<file path="src/rtl/tagged_sample_fifo.sv">
// Circular FIFO of tagged 4-bit samples with a valid/ready observer port.
// Head entries tagged above the observer's clearance are presented with zeroed data.
module tagged_sample_fifo #(
  parameter int unsigned DEPTH     = 4,
  parameter int unsigned WIDTH     = 4,
  parameter int unsigned OBS_LEVEL = 0,
  localparam int unsigned PW       = (DEPTH > 1) ? $clog2(DEPTH) : 1,
  localparam int unsigned CW       = PW + 1
) (
  input  logic             clk,
  input  logic             reset,
  input  logic             flush,
  input  logic             in_valid,
  input  logic [WIDTH-1:0] in_data,
  input  logic             in_tag,
  output logic             in_ready,
  output logic             out_valid,
  input  logic             out_ready,
  output logic [WIDTH-1:0] out_data,
  output logic             out_tag,
  output logic             out_masked,
  output logic [CW-1:0]    count,
  output logic             overflow
);

  localparam logic [CW-1:0] FullCount = CW'(DEPTH);
  localparam logic          ObsTag    = (OBS_LEVEL != 0);

  logic [WIDTH-1:0] mem_data [DEPTH];
  logic             mem_tag  [DEPTH];

  logic [PW-1:0] wr_ptr_q, wr_ptr_d;
  logic [PW-1:0] rd_ptr_q, rd_ptr_d;
  logic [CW-1:0] count_q, count_d;
  logic          overflow_q, overflow_d;

  logic full, empty, push, pop;
  logic head_tag;
  logic [WIDTH-1:0] head_data;

  assign full  = (count_q == FullCount);
  assign empty = (count_q == '0);

  assign in_ready  = !full;
  assign out_valid = !empty;

  assign push = in_valid & in_ready;
  assign pop  = out_valid & out_ready;

  always_comb begin
    wr_ptr_d   = wr_ptr_q;
    rd_ptr_d   = rd_ptr_q;
    count_d    = count_q;
    // Sticky: flush deliberately leaves it alone.
    overflow_d = overflow_q | (in_valid & !in_ready);
    if (flush) begin
      wr_ptr_d = '0;
      rd_ptr_d = '0;
      count_d  = '0;
    end else begin
      if (push) wr_ptr_d = wr_ptr_q + PW'(1);
      if (pop)  rd_ptr_d = rd_ptr_q + PW'(1);
      unique case ({push, pop})
        2'b10:   count_d = count_q + CW'(1);
        2'b01:   count_d = count_q - CW'(1);
        default: count_d = count_q;
      endcase
    end
  end

  always_ff @(posedge clk or posedge reset) begin
    if (reset) begin
      wr_ptr_q   <= '0;
      rd_ptr_q   <= '0;
      count_q    <= '0;
      overflow_q <= 1'b0;
    end else begin
      wr_ptr_q   <= wr_ptr_d;
      rd_ptr_q   <= rd_ptr_d;
      count_q    <= count_d;
      overflow_q <= overflow_d;
    end
  end

  // Storage needs no reset; a flushed write is dropped so the slot is not touched.
  always_ff @(posedge clk) begin
    if (push && !flush) begin
      mem_data[wr_ptr_q] <= in_data;
      mem_tag[wr_ptr_q]  <= in_tag;
    end
  end

  assign head_tag  = mem_tag[rd_ptr_q];
  assign head_data = mem_data[rd_ptr_q];

  always_comb begin
    out_tag    = 1'b0;
    out_masked = 1'b0;
    out_data   = '0;
    if (out_valid) begin
      out_tag    = head_tag;
      out_masked = (head_tag & !ObsTag);
      out_data   = out_masked ? '0 : head_data;
    end
  end

  assign count    = count_q;
  assign overflow = overflow_q;

endmodule

</file>
<file path="config.mk">
export PLATFORM = sky130hd
export DESIGN_NAME = tagged_sample_fifo
export DESIGN_NICKNAME = d
export VERILOG_FILES = /design/src/rtl/tagged_sample_fifo.sv
export SDC_FILE = /design/constraint.sdc
export NUM_CORES = 1
export LEC_CHECK = 0
export CORE_MARGIN = 1
export CORE_UTILIZATION = 30
export CTS_BUF_LIST = sky130_fd_sc_hd__clkbuf_16
export DETAILED_ROUTE_END_ITERATION = 10
export GPL_ROUTABILITY_DRIVEN = 0
export GPL_TIMING_DRIVEN = 0
export PLACE_DENSITY = 0.5
export SLEW_MARGIN = 20
export SYNTH_ARGS = -nofsm -noshare
export SYNTH_HDL_FRONTEND = slang
export SYNTH_SLANG_ARGS = --single-unit
</file>
<file path="constraint.sdc">
create_clock -name clk -period 2.5 [get_ports clk]
set_clock_uncertainty 0.05 [all_clocks]
set_input_delay 0.5 -clock clk [delete_from_list [all_inputs] [get_ports clk]]
set_output_delay 0.5 -clock clk [all_outputs]
set_load 0.02 [all_outputs]
</file>
==> metrics <==
footprint of the multi-input gates=493 um2; peak fanout along the critical path=9; Tightest Pin Transition=0.320 ns; Leak=0.674 nW; Clock Path Buffers=2; clk root buf=clkbuf_16; RSZ-0062 raised after global routing=no; # setup viols final=0; CP arrival=1.87 ns; Hold Crit Class=primary input to flip-flop; sequential share of the synthesized area=58.7%; min Tclk post-route=2.42 ns; grt total ovfl=0; power density over cell area=825 nW/um2; YS warnings=0; crit share post-route=96.8%; drt initial violations=35; hold path cells=2; ant diodes=0; crit path buf inv count=3; post-DP HPWL=1830 um; CTS H-tree depth=1; met2 usage=20.2%; leading area contributor after synthesis=edfxtp_1; maximum clock frequency=413 MHz; Core Area=4350 um2; initial antenna violation count=0; Initial Utilization=31.4%; R2R setup slack=0.27 ns; Die X=69.5 um; ANT nets after route=0; r2r endpoint=count[2]$_DFFE_PP0P_; endpoint class of the critical path=primary output; Ports=22; Fill cells=409; FF-to-FF Start=count[1]$_DFFE_PP0P_; via/cell ratio=4.89; clock transition at the registers of the reported paths=0.07 ns; number of cell rows=24; first-pass GRT wire length=4220 um; Nets=144; grt peak-use layer=met2; worst relative slew slack=78.7%; total of max-cap violations=0; clock sinks=28; Synth Instances=102; Distinct cells, synth=35; hold_buf cts=0; Worst path max stage delay=0.47 ns; async set or reset register ratio after synthesis=28.6%; Final Max Slew Viols=0; Die Y=69.5 um; placed cell areas=1630 um2; routed len/inst=14.0 um; worst hold margin=0.417 ns; Mapped Nets=117; crit-path cells=or3_1 -> buf_2 -> and2_1 -> buf_4 -> dlygate4sd2_1; Synth top area share=44.0%; final instance area=1740 um2; Hold Crit Start=flush; IO buf count=20; VDD IR max=0.257 mV; Post-Syn Area=1370 um2; slowest CP cell=dfrtp_2; Worst Hold End=count[0]$_DFFE_PP0P_; number of synthesized flops with an enable pin=20; Skew-Pair Late Insertion Delay=0.26 ns; mean post-synth cell area=13.4 um2; Most used DFF post-synth=edfxtp_1; die area=4820 um2; Global Route Usage Sum=11.5%; layout cell share with drive strength beyond 1=21.1%; Synth area leaders=edfxtp_1, dfrtp_1, mux4_2; DRC=0; GR Util met1=13.6%; sequential cell area=803 um2; largest net degree at the start of global routing=17; CTS tree=yes; CTS Buf Count=3; CP delay by family, top=buffers and inverters; M3 GR Usage=1.74%; outcome=finished clean; Vias=880; Worst EP required=1.95 ns; CP Launch Type=flip-flop; synthesized flop and latch total=28; Worst R2R Path Depth=8; drt pass-1 iters=4; Layout area overhead=27.8%; Final Hold Fails=0; final WL=2520 um; number of global-route vias before repair=907; WS Path Type=flip-flop to primary output
## synth_stat cells (2+ instances only)
library cell  number
edfxtp_1          20
nor2_1             9
dfrtp_1            8
and2_1             5
and3_1             5
mux4_2             5
ha_1               4
nand2_1            4
nand3_1            4
buf_2              3
inv_1              3
a21oi_1            2
a31oi_1            2
buf_4              2
buf_6              2
o21ai_0            2
or3_1              2
xnor2_1            2
xor2_1             2
## cells in the final DEF, fill, tap and decap left out, drive strengths merged, types with 4 or more instances in the layout
master,count
and2,5
and3,5
buf,10
clkbuf,5
clkdlybuf4s50,14
dfrtp,8
edfxtp,20
ha,4
mux4,5
nand2,5
nand3,5
nor2,9
## kinds of logic after synthesis
kind of cell    count (synthesis)  share of synthesized area, %
compound gates                 11                          5.13
xor+xnor                        4                          2.57
fa+ha+maj                       5                          5.13
buf+inv                        12                          5.22
flops                          28                          58.7
mux                             5                          8.25
simple gates                   37                          15.0
## registers in the layout, summed over array words and instances (netlist names)
name / cells
count: 3
wr_ptr_q: 2
mem_tag: 4
mem_data: 16
rd_ptr_q: 2
overflow: 1
## metal layers
metal | up-vias | wire length [um]
met4 | 0 | 34
met3 | 2 | 61
met2 | 14 | 1330
met5 | - | 0
met1 | 444 | 1100
li1 | 420 | -
## how the worst max path moves through the flow
stage                                       to  slack (ns)               startpoint  cells past startpoint
after detailed placement  count[2]$_DFFE_PP0P_       -0.11                 in_valid                      9
after CTS                          out_data[2]        0.03  rd_ptr_q[0]$_DFFE_PP0P_                      5
final                                  out_tag        0.08     count[1]$_DFFE_PP0P_                      5
after global placement    count[2]$_DFFE_PP0P_       -0.08                 in_valid                      9
after global routing                   out_tag        0.01     count[1]$_DFFE_PP0P_                      5
after floorplan           count[2]$_DFFE_PP0P_        0.28     count[1]$_DFFE_PP0P_                      8
## power by group
part	internal, mW	switching [mW]	leakage (nW)	total (mW)
Sequential	0.538	0.0343	0.284	0.573
Clock	0.318	0.146	0.0511	0.464
Combinational	0.202	0.200	0.339	0.402
Total	1.06	0.380	0.674	1.44
## final cells by class
type | instances | area share (%)
buffer | 7 | 3.01
clock buffer | 3 | 4.30
clock inverter | 1 | 1.72
inverter | 4 | 0.861
multi-input combinational | 62 | 28.3
sequential | 28 | 46.1
tap | 52 | 3.73
timing repair buffer | 23 | 12.1
## worst reg2reg max path, cell delays in order, from the launching register on
cell	delay (ns)
dfrtp_2	0.47
or3_1	0.37
buf_2	0.18
and3_1	0.19
fa_1	0.42
nand3b_1	0.13
nor2_1	0.05
a31oi_1	0.15
a31oi_1	0.10
## metrics by stage
stage | std cells | setup WS, ns | setup TNS [ns] | total power [mW] | util [%]
finish | 180 | 0.0807 | 0 | 1.44 | 40.1
global route | 180 | 0.0125 | 0 | 1.51 | 40.1
CTS | 177 | 0.0276 | 0 | 1.44 | 39.7
detailed placement | 174 | -0.112 | -0.123 | 0.989 | 37.4
global placement | 174 | -0.0775 | -0.0831 | 0.984 | 37.4
floorplan | 102 | 0.278 | 0 | 0.833 | -
## what timing repair did
action / CTS / global route
cloned: 0 / 0
buffers inserted: 0 / 3
gates resized for setup: 8 / 6
endpoints found under the setup margin: 6 / 5
(Power assumes the default switching activity.)
